### src/rtl/bpm_pkg.sv
// Shared tempo limits, state encodings and helpers
// for the beat generator and energy detector.
package bpm_pkg;

  localparam int unsigned DEF_MIN_BPM = 30;
  localparam int unsigned DEF_MAX_BPM = 240;

  typedef enum logic {
    IDLE,
    DIV
  } ctrl_state_t;

  typedef enum logic {
    STOPPED,
    RUNNING
  } gen_state_t;

  function automatic logic [63:0] ticks_per_minute(
    input logic [63:0] clock_freq
  );
    return clock_freq * 64'd60;
  endfunction

endpackage

### src/rtl/bpm_serial_divider.sv
// 32-bit restoring divider, one quotient bit per cycle.
// quotient carries the final result during the done cycle.
module bpm_serial_divider (
  input  logic        clk,
  input  logic        reset,
  input  logic        start,
  input  logic [31:0] dividend,
  input  logic [31:0] divisor,
  output logic        busy,
  output logic        done,
  output logic [31:0] quotient
);

  logic [31:0] rem_q, rem_d;
  logic [31:0] quo_q, quo_d;
  logic [31:0] dvs_q, dvs_d;
  logic [4:0]  cnt_q, cnt_d;
  logic        busy_q, busy_d;
  logic [32:0] shifted;
  logic [32:0] trial;

  always_comb begin
    rem_d   = rem_q;
    quo_d   = quo_q;
    dvs_d   = dvs_q;
    cnt_d   = cnt_q;
    busy_d  = busy_q;
    done    = 1'b0;
    shifted = '0;
    trial   = '0;
    if (busy_q) begin
      shifted = {rem_q, quo_q[31]};
      trial   = shifted - {1'b0, dvs_q};
      // borrow out of bit 32 means the divisor did not fit
      if (!trial[32]) begin
        rem_d = trial[31:0];
        quo_d = {quo_q[30:0], 1'b1};
      end else begin
        rem_d = shifted[31:0];
        quo_d = {quo_q[30:0], 1'b0};
      end
      cnt_d = cnt_q + 5'd1;
      if (cnt_q == 5'd31) begin
        busy_d = 1'b0;
        done   = 1'b1;
      end
    end else if (start) begin
      rem_d  = '0;
      quo_d  = dividend;
      dvs_d  = divisor;
      cnt_d  = '0;
      busy_d = 1'b1;
    end
  end

  always_ff @(posedge clk) begin
    if (reset) begin
      rem_q  <= '0;
      quo_q  <= '0;
      dvs_q  <= '0;
      cnt_q  <= '0;
      busy_q <= 1'b0;
    end else begin
      rem_q  <= rem_d;
      quo_q  <= quo_d;
      dvs_q  <= dvs_d;
      cnt_q  <= cnt_d;
      busy_q <= busy_d;
    end
  end

  assign busy     = busy_q;
  assign quotient = quo_d;

endmodule

### src/rtl/bpm_beat_generator.sv
// Metronome: converts a BPM value to a beat period and emits
// beat pulses, bar position, downbeat flag and click envelope.
module bpm_beat_generator
  import bpm_pkg::*;
#(
  parameter int unsigned CLOCK_FREQ    = 18_432_000,
  parameter int unsigned BPM_WIDTH     = 16,
  parameter int unsigned MIN_BPM       = DEF_MIN_BPM,
  parameter int unsigned MAX_BPM       = DEF_MAX_BPM,
  parameter int unsigned BEATS_PER_BAR = 4,
  parameter int unsigned CLICK_CYCLES  = 1843
) (
  input  logic                             clk,
  input  logic                             reset,
  input  logic                             enable,
  input  logic [BPM_WIDTH-1:0]             bpm_val,
  input  logic                             bpm_load,
  input  logic                             sync,
  output logic                             busy,
  output logic                             bpm_reject,
  output logic [BPM_WIDTH-1:0]             bpm_active,
  output logic [31:0]                      interval_out,
  output logic                             beat_pulse,
  output logic                             downbeat,
  output logic [$clog2(BEATS_PER_BAR)-1:0] beat_index,
  output logic                             click
);

  localparam int unsigned IDX_W = $clog2(BEATS_PER_BAR);
  localparam int unsigned CLK_W = $clog2(CLICK_CYCLES + 1);
  localparam logic [63:0] TPM64 = ticks_per_minute(64'(CLOCK_FREQ));
  localparam logic [31:0] TPM   = TPM64[31:0];
  localparam logic [IDX_W-1:0] LAST_IDX = IDX_W'(BEATS_PER_BAR - 1);
  localparam logic [BPM_WIDTH-1:0] LO = BPM_WIDTH'(MIN_BPM);
  localparam logic [BPM_WIDTH-1:0] HI = BPM_WIDTH'(MAX_BPM);
  localparam logic [CLK_W-1:0] CLICK_LOAD = CLK_W'(CLICK_CYCLES);

  if (TPM64 > 64'h0000_0000_FFFF_FFFF) begin : g_tpm_chk
    $error("CLOCK_FREQ*60 does not fit in 32 bits");
  end
  if (BEATS_PER_BAR < 2) begin : g_bar_chk
    $error("BEATS_PER_BAR must be at least 2");
  end

  ctrl_state_t          ctrl_q, ctrl_d;
  gen_state_t           gen_q, gen_d;
  logic [BPM_WIDTH-1:0] bpm_lat_q, bpm_lat_d;
  logic [BPM_WIDTH-1:0] active_q, active_d;
  logic [31:0]          interval_q, interval_d;
  logic [31:0]          phase_q, phase_d;
  logic [IDX_W-1:0]     idx_q, idx_d;
  logic [CLK_W-1:0]     click_q, click_d;
  logic                 beat_q, beat_d;
  logic                 reject_q, reject_d;

  logic        div_start;
  logic        div_busy;
  logic        div_done;
  logic [31:0] div_quo;
  logic        stop;
  logic        ld_zero;
  logic        ld_ok;
  logic [31:0] interval_ref;

  bpm_serial_divider u_div (
    .clk      (clk),
    .reset    (reset),
    .start    (div_start),
    .dividend (TPM),
    .divisor  (32'(bpm_lat_d)),
    .busy     (div_busy),
    .done     (div_done),
    .quotient (div_quo)
  );

  assign ld_zero = (bpm_val == '0);
  assign ld_ok   = (bpm_val >= LO) && (bpm_val <= HI);

  always_comb begin
    ctrl_d     = ctrl_q;
    bpm_lat_d  = bpm_lat_q;
    active_d   = active_q;
    interval_d = interval_q;
    reject_d   = 1'b0;
    div_start  = 1'b0;
    stop       = 1'b0;
    case (ctrl_q)
      IDLE: begin
        if (bpm_load) begin
          if (ld_zero) begin
            stop     = 1'b1;
            active_d = '0;
          end else if (!ld_ok) begin
            reject_d = 1'b1;
          end else begin
            bpm_lat_d = bpm_val;
            div_start = 1'b1;
            ctrl_d    = DIV;
          end
        end
      end
      DIV: begin
        reject_d = bpm_load;
        if (div_done) begin
          ctrl_d     = IDLE;
          interval_d = div_quo;
          active_d   = bpm_lat_q;
        end
      end
    endcase
  end

  // a completing divide is the wrap reference in its own cycle
  assign interval_ref = div_done ? div_quo : interval_q;

  always_comb begin
    gen_d   = gen_q;
    phase_d = phase_q;
    idx_d   = idx_q;
    beat_d  = 1'b0;
    click_d = (click_q != '0) ? click_q - CLK_W'(1) : click_q;
    if (stop) begin
      gen_d   = STOPPED;
      phase_d = '0;
      idx_d   = '0;
      click_d = '0;
    end else begin
      case (gen_q)
        STOPPED: begin
          if (div_done) begin
            gen_d   = RUNNING;
            phase_d = '0;
            idx_d   = '0;
            beat_d  = 1'b1;
          end
        end
        RUNNING: begin
          if (enable) begin
            if (sync) begin
              phase_d = '0;
              idx_d   = '0;
              beat_d  = 1'b1;
            end else if (phase_q >= interval_ref - 32'd1) begin
              phase_d = '0;
              idx_d   = (idx_q == LAST_IDX) ? '0 : idx_q + 1'b1;
              beat_d  = 1'b1;
            end else begin
              phase_d = phase_q + 32'd1;
            end
          end
        end
      endcase
    end
    if (beat_d) begin
      click_d = CLICK_LOAD;
    end
  end

  always_ff @(posedge clk) begin
    if (reset) begin
      ctrl_q     <= IDLE;
      gen_q      <= STOPPED;
      bpm_lat_q  <= '0;
      active_q   <= '0;
      interval_q <= '0;
      phase_q    <= '0;
      idx_q      <= '0;
      click_q    <= '0;
      beat_q     <= 1'b0;
      reject_q   <= 1'b0;
    end else begin
      ctrl_q     <= ctrl_d;
      gen_q      <= gen_d;
      bpm_lat_q  <= bpm_lat_d;
      active_q   <= active_d;
      interval_q <= interval_d;
      phase_q    <= phase_d;
      idx_q      <= idx_d;
      click_q    <= click_d;
      beat_q     <= beat_d;
      reject_q   <= reject_d;
    end
  end

  assign busy         = div_busy;
  assign bpm_reject   = reject_q;
  assign bpm_active   = active_q;
  assign interval_out = interval_q;
  assign beat_pulse   = beat_q;
  assign downbeat     = beat_q && (idx_q == '0);
  assign beat_index   = idx_q;
  assign click        = (click_q != '0);

endmodule
### config.mk
export PLATFORM = sky130hd
export DESIGN_NAME = bpm_beat_generator
export DESIGN_NICKNAME = d
export VERILOG_FILES = /design/src/rtl/bpm_pkg.sv /design/src/rtl/bpm_serial_divider.sv /design/src/rtl/bpm_beat_generator.sv
export SDC_FILE = /design/constraint.sdc
export NUM_CORES = 1
export LEC_CHECK = 0
export ABC_AREA = 1
export CORE_MARGIN = 2
export CORE_UTILIZATION = 55
export DETAILED_ROUTE_END_ITERATION = 10
export GPL_ROUTABILITY_DRIVEN = 1
export GPL_TIMING_DRIVEN = 0
export PLACE_DENSITY = 0.71
export SLEW_MARGIN = 5
export SYNTH_ARGS = -nofsm -noshare
export SYNTH_HDL_FRONTEND = slang
export SYNTH_HIERARCHICAL = 1
export SYNTH_SLANG_ARGS = --single-unit
### constraint.sdc
create_clock -name clk -period 9.6 [get_ports clk]
set_clock_uncertainty 0.15 [all_clocks]
set_input_delay 2.4 -clock clk [delete_from_list [all_inputs] [get_ports clk]]
set_output_delay 2.4 -clock clk [all_outputs]
set_load 0.05 [all_outputs]
Word-level counts from Yosys, hierarchy flattened --
Index checks and enable logic that the tools add are counted. W data, S select, Z words.
Word-level totals: memories kept 0, RAM bits 0, output and inout port bits 55, latch bits 0, bits in registers 199, memory bits (read-only) 0, word-level logic and storage cells 105, bits of input ports 21
Cells by class: $lt $le $gt $ge 3, bitwise gates (word level) 3, add/subtract/negate cells 6, shifts and indexed selects 0, reductions and logical operators 13, multiplexer cells 56, equal/unequal tests 8, $mul 0, divide/modulo/power cells 0
Operators with widths (count):
- $mux W32 | 10
- $mux W16 | 7
- $pmux W32 S2 | 1
- $mux W11 | 3
- $sub A33 B16 Y33 | 1
- $add A32 B1 Y32 const B | 1
- $ge A32 B32 Y1 | 1
- $pmux W16 S2 | 1
- $sub A32 B1 Y32 const B | 1
- $mux W1 | 23
- $ge A16 B5 Y1 const B | 1
- $le A16 B8 Y1 const B | 1
- $logic_not A16 Y1 | 1
- $reduce_bool A11 Y1 | 1
- $sub A11 B1 Y11 const B | 1
- $mux W2 | 5
- $mux W5 | 2
- $ne A2 B2 Y1 const B | 4
- $pmux W1 S2 | 3
- $reduce_and A3 Y1 | 2
- $add A5 B1 Y5 const B | 1
- $eq A5 B5 Y1 const B | 1
- $pmux W2 S2 | 1
- $reduce_and A2 Y1 | 2
- other kinds (11) | 14

Longest topological paths before layout --
Gate-level depths: netlist of run 1.
depth in word-level cells 17, depth in mapped cells 40, gate-level depth less buffers 40

Modules after synthesis --
The synthesis of run 1 kept the hierarchy.
Modules (own cells, without submodules):
- bpm_serial_divider | cells an instance 1150, instances 1, seq. area each 2042.0 µm², area an instance 7146.9 µm²
- bpm_beat_generator | cells an instance 955, instances 1, seq. area each 2262.2 µm², area an instance 6678.9 µm²

Worst setup path before layout of run 1 --
No wires, ideal clock.
path kind input to register, start point input bpm_val[12], end point register phase_q[2], setup slack 2.360 ns, data required time 9.372 ns, path buffers 5, stages on the path 35, arrival 7.012 ns, setup time 0.078 ns, cells stage by stage nor2_1 > nand2_1 > nor2_1 > nand3_1 > nor3_1 > buf_2 > buf_2 > nor2_1 > inv_1 > clkbuf_1 > clkbuf_1 > o221ai_1 > nand2_1 > and2_4 > nand2_4 > nor2_8 > nand3_2 > nor2_4 > nand2_4 > nor2_8 > nand3_1 > xor2_1 > ha_1 > nand2_1 > inv_1 > o21bai_1 > nand3_1 > inv_1 > nand2_1 > a21oi_1 > nand2_1 > nand2_1 > nand2_1 > clkbuf_1 > nor3_1
Between the ends: word-level cells in the longest chain between the ends 15, elaborated cells on any way between the ends 21, classes of those cells 1 x add/sub; 3 x order compare; 14 x mux; 3 x reduce/logical
RTL lines:
- start: declaration | RTL line bpm_beat_generator.sv:16 | input logic [BPM_WIDTH-1:0] bpm_val,
- $ge A16 B5 Y1 / $le A16 B8 Y1 (equally long branches) | RTL line bpm_beat_generator.sv:77 | assign ld_ok = (bpm_val >= LO) && (bpm_val <= HI);
- $logic_and A1 B1 Y1 | RTL line bpm_beat_generator.sv:77
- $mux W1 | RTL line bpm_beat_generator.sv:93 | end else if (!ld_ok) begin
- $mux W1 * | RTL line bpm_beat_generator.sv:90 | if (ld_zero) begin
- $mux W1 * | RTL line bpm_beat_generator.sv:89 | if (bpm_load) begin
- $mux W1 * | RTL line bpm_beat_generator.sv:87 | case (ctrl_q)
- net div_start | RTL line bpm_beat_generator.sv:56 | logic div_start;
- $mux W32 * | RTL line bpm_serial_divider.sv:47 | end else if (start) begin
- $mux W32 * | RTL line bpm_serial_divider.sv:31 | if (busy_q) begin
- net div_quo[11] | RTL line bpm_beat_generator.sv:59 | logic [31:0] div_quo;
- $mux W32 *
- $sub A32 B1 Y32 * | RTL line bpm_beat_generator.sv:143 | end else if (phase_q >= interval_ref - 32'd1) begin
- $ge A32 B32 Y1 * | RTL line bpm_beat_generator.sv:143
- $mux W32 * | RTL line bpm_beat_generator.sv:143
- $mux W32 * | RTL line bpm_beat_generator.sv:139 | if (sync) begin
- $mux W32 * | RTL line bpm_beat_generator.sv:138 | if (enable) begin
- $pmux W32 S2 * | RTL line bpm_beat_generator.sv:128 | case (gen_q)
- end signal: assignment | RTL line bpm_beat_generator.sv:177 | phase_q <= phase_d;
- end: declaration | RTL line bpm_beat_generator.sv:50 | logic [31:0] phase_q, phase_d;
The timed path passes the listed nets; every way through them passes the cells marked *. The select of a mux whose other input is x is not followed. A chain may end at the register's enable or synchronous reset.

Final worst setup path of run 1 --
start point input bpm_val[14], end point register phase_q[2]
The elaborated chain is that of the path after synthesis.

==> impl_metrics.csv, run 1 <==
group,metric,value,unit
timing,timing.hold.ws,0.309,ns
layout,drive_gt1_share,7.21,%
critical_path,crit_path_max_incr_delay,0.49,ns
place,routabilityCongestion,0.993,
layout,fill_cells,2377,
pwr,powerDensity,134,nW/um2
timing,setup_viol,0,
global_routing,grt_start_max_net_pins,14,
clocking,root_buffer,"clkbuf_16",
timing,period_needed,8.89,ns
logic_synthesis,async_flop_share,0,%
logic_synthesis,synth_edf_count,0,
timing,grt_setup_unrepaired,"false",
global_routing,grt_pass1_wl,59200,um
clocking,clockBufferDepth,3,
logic_synthesis,synth_top_family_by_area,"simple AND/OR/NAND/NOR gates",
clocking,ctsResizeCount,0,
drt,wl_per_cell,14.1,um
timing,hold_violations,0,
layout,antenna_cells,0,
pwr,leakagePower,7.76,nW
clocking,clk_latency,0.54,ns
drt,finalWirelength,36800,um
pwr,worst_ir_drop_vdd,142,uV
drt,ant_nets,0,
logic_synthesis,yosysTopAreaCell,"dfxtp_1",
clocking,clk_pin_slew,0.05,ns
drt,drc,0,
global_routing,grt_pass1_vias,12100,
min_path,hold_class,"flip-flop to flip-flop",
logic_synthesis,synthDistinctLibCells,51,
logic_synthesis,yosys-top-cells-area,"dfxtp_1 (31%), nand2_1 (15%), inv_1 (9.2%)",
critical_path,crit_path_frequent_cell,"nand2_1",
clocking,post_cts_buffers,0,
critical_path,crit_type,"input pin to flip-flop",
clocking,htree_levels,1,
drt,vias_per_cell,5.07,
critical_path,cp_max_fo,11,
global_routing,antenna_found_initial,0,
clocking,tritoncts,"yes",
logic_synthesis,syn_area_per_cell,6.57,um2
logic_synthesis,synth_compound_area_share,10.9,%
logic_synthesis,ys_seq_elements,215,
job,drv_cap,0,
timing,tightest_slew,0.792,ns
global_routing,grt_overflow,0,
logic_synthesis,synthSimpleGateAreaFrac,33.9,%
logic_synthesis,synth_xor_area_share,4.62,%
layout,layout_commonest_cell,"nand2_1",
place,hpwl,28800,um
run_status,status,"finished clean",
logic_synthesis,netlist.area_leader.share,31.1,%
critical_path,cpMaxStageDelayCell,"nor3_1",
floorplanning,coreArea,25000,um2
logic_synthesis,synth_flop_cell,"dfxtp_1",
timing,post-route-period-util,92.6,%
layout,area_growth,15.9,%
floorplanning,row_count,58,
layout,layout_common_cells,"nand2_1 (569), inv_1 (339), nor2_1 (235)",
drt,drtIter0Drc,1036,
critical_path,end_kind,"flip-flop",
critical_path,arrival,9.18,ns
logic_synthesis,synthCells,2105,
global_routing,track_usage,27.6,%
layout,final_nets,2348,
place,dp_slack,0.200,ns
clocking,hold_buffers,0,
critical_path,cp-start-kind,"input pin",
timing,final.setup.tns,0,ns
logic_synthesis,ys_seq_area_share,31.1,%
floorplanning,die_h,163,um
floorplanning,die_area,26400,um2
clocking,clock_sinks,215,
drt,num_vias,13200,
logic_synthesis,muxShareOfSynthArea,0.751,%
drt,dr.pass1.iters,5,
timing,max_clock_freq,112,MHz
clocking,numCtsBuffers,26,
place,portBuffers,75,
logic_synthesis,syn_area,13800,um2
timing,slew_violations,0,
logic_synthesis,ys_warn_count,6,
critical_path,cp.required,9.89,ns
floorplanning,die_w,163,um
logic_synthesis,synth_fa_ha_area_share,6.66,%
floorplanning,ioPinCount,76,
timing,setup_ws,0.708,ns
timing,slew_headroom,47.2,%
floorplanning,initial_core_util,55.4,%
sequential cells by signal, indices dropped and copies added (netlist names):
signal / count
u_div/rem_q: 32
beat_pulse: 1
u_div/quo_q: 32
click_q: 11
u_div/cnt_q: 5
bpm_lat_q: 16
u_div/busy: 1
beat_index: 2
ctrl_q: 1
bpm_reject: 1
bpm_active: 16
phase_q: 32
u_div/dvs_q: 32
interval_out: 32
gen_q: 1
Yosys cell counts (3+ instances only):
library cell	instances
xor2_1	56
ha_1	72
nand2_1	569
or2_2	14
dfxtp_1	215
nand4_1	28
o21bai_1	3
nor3_1	40
or2_1	3
buf_6	7
nor2_1	235
o221ai_1	28
nand3b_1	5
nor3b_1	4
nand3_1	93
nand2_2	12
o211ai_1	3
nand2_4	18
a21o_1	4
nand3_2	14
o21ai_1	6
o21ai_0	78
clkbuf_1	50
buf_2	9
a21oi_1	112
inv_2	4
xnor2_1	17
inv_1	339
a211oi_1	3
nor2_2	7
a21oi_2	14
mux2i_1	9
nor2_4	7
buf_1	3
through the flow:
| stage | std cells | total power (W) | instance area (um2) | util, % |
|---|---|---|---|---|
| after CTS | 2604 | 0.00216 | 16000 | 64.2 |
| after floorplan | 2151 | 0.00113 | 14000 | - |
| after detailed placement | 2556 | 0.00119 | 15200 | 60.7 |
| final | 2604 | 0.00214 | 16000 | 64.2 |
| after global placement | 2556 | 0.00118 | 15200 | 60.7 |
| after global routing | 2604 | 0.00223 | 16000 | 64.2 |
logic make-up (layout without fill, tap and decap cells):
family,Yosys count,count (layout)
DFF,215,215
AOI/OAI and AO/OA,257,257
buffers and inverters,415,538
and+or+nand+nor,1060,1060
muxes,10,10
adders and majority gates,73,73
other,2,48
xor gates and xnor gates,73,73
layout make-up:
class                           count  area [um2]  share of cell area, %
Buffer                             71         358                   2.23
Tap cell                          330         413                   2.58
Sequential cell                   215        4300                   26.9
Clock inverter                     10        63.8                  0.398
Inverter                          344        1290                   8.06
Timing Repair Buffer               75         751                   4.69
Multi-Input combinational cell   1521        8050                   50.2
Clock buffer                       38         797                   4.97
worst max-delay path, delay by kind of cell:
kind	cells	cell delay, ns
compound gates	5	0.92
fa+ha+maj	1	0.30
buf+inv	9	2.48
simple gates	19	3.06
power by group:
part / internal, W / total [W] / switching [W]
Combinational: 0.0000933 / 0.000246 / 0.000153
Clock: 0.000575 / 0.000966 / 0.000391
Sequential: 0.000912 / 0.000927 / 0.0000153
layer usage:
layer,wire (um),track usage (%)
met2,16600,46.7
met1,17400,37.5
met4,953,6.88
met5,0,0
met3,1820,3.21
final timing paths:
check	from	to	slack [ns]	depth (start not counted)
max	bpm_val[14]	phase_q[2]	0.71	34
min	u_div/dvs_q[28]	u_div/dvs_q[28]	0.31	2
max reg2reg	ctrl_q	phase_q[2]	3.09	29
min reg2reg	u_div/dvs_q[28]	u_div/dvs_q[28]	0.31	2
Power figures use the tool's default switching activity.
==> inputs of run 2 (changes only) <==
--- a/constraint.sdc
+++ b/constraint.sdc
@@ -3,3 +3,3 @@
 set_input_delay 2.4 -clock clk [delete_from_list [all_inputs] [get_ports clk]]
 set_output_delay 2.4 -clock clk [all_outputs]
-set_load 0.05 [all_outputs]
+set_load 0.005 [all_outputs]
==> results of run 2 <==
Same layout as run 1 (identical final DEF). Status: finished clean.
Among the figures that moved: total power 0.00214 W -> 0.00213 W; worst IR drop on VDD 142 uV -> 139 uV
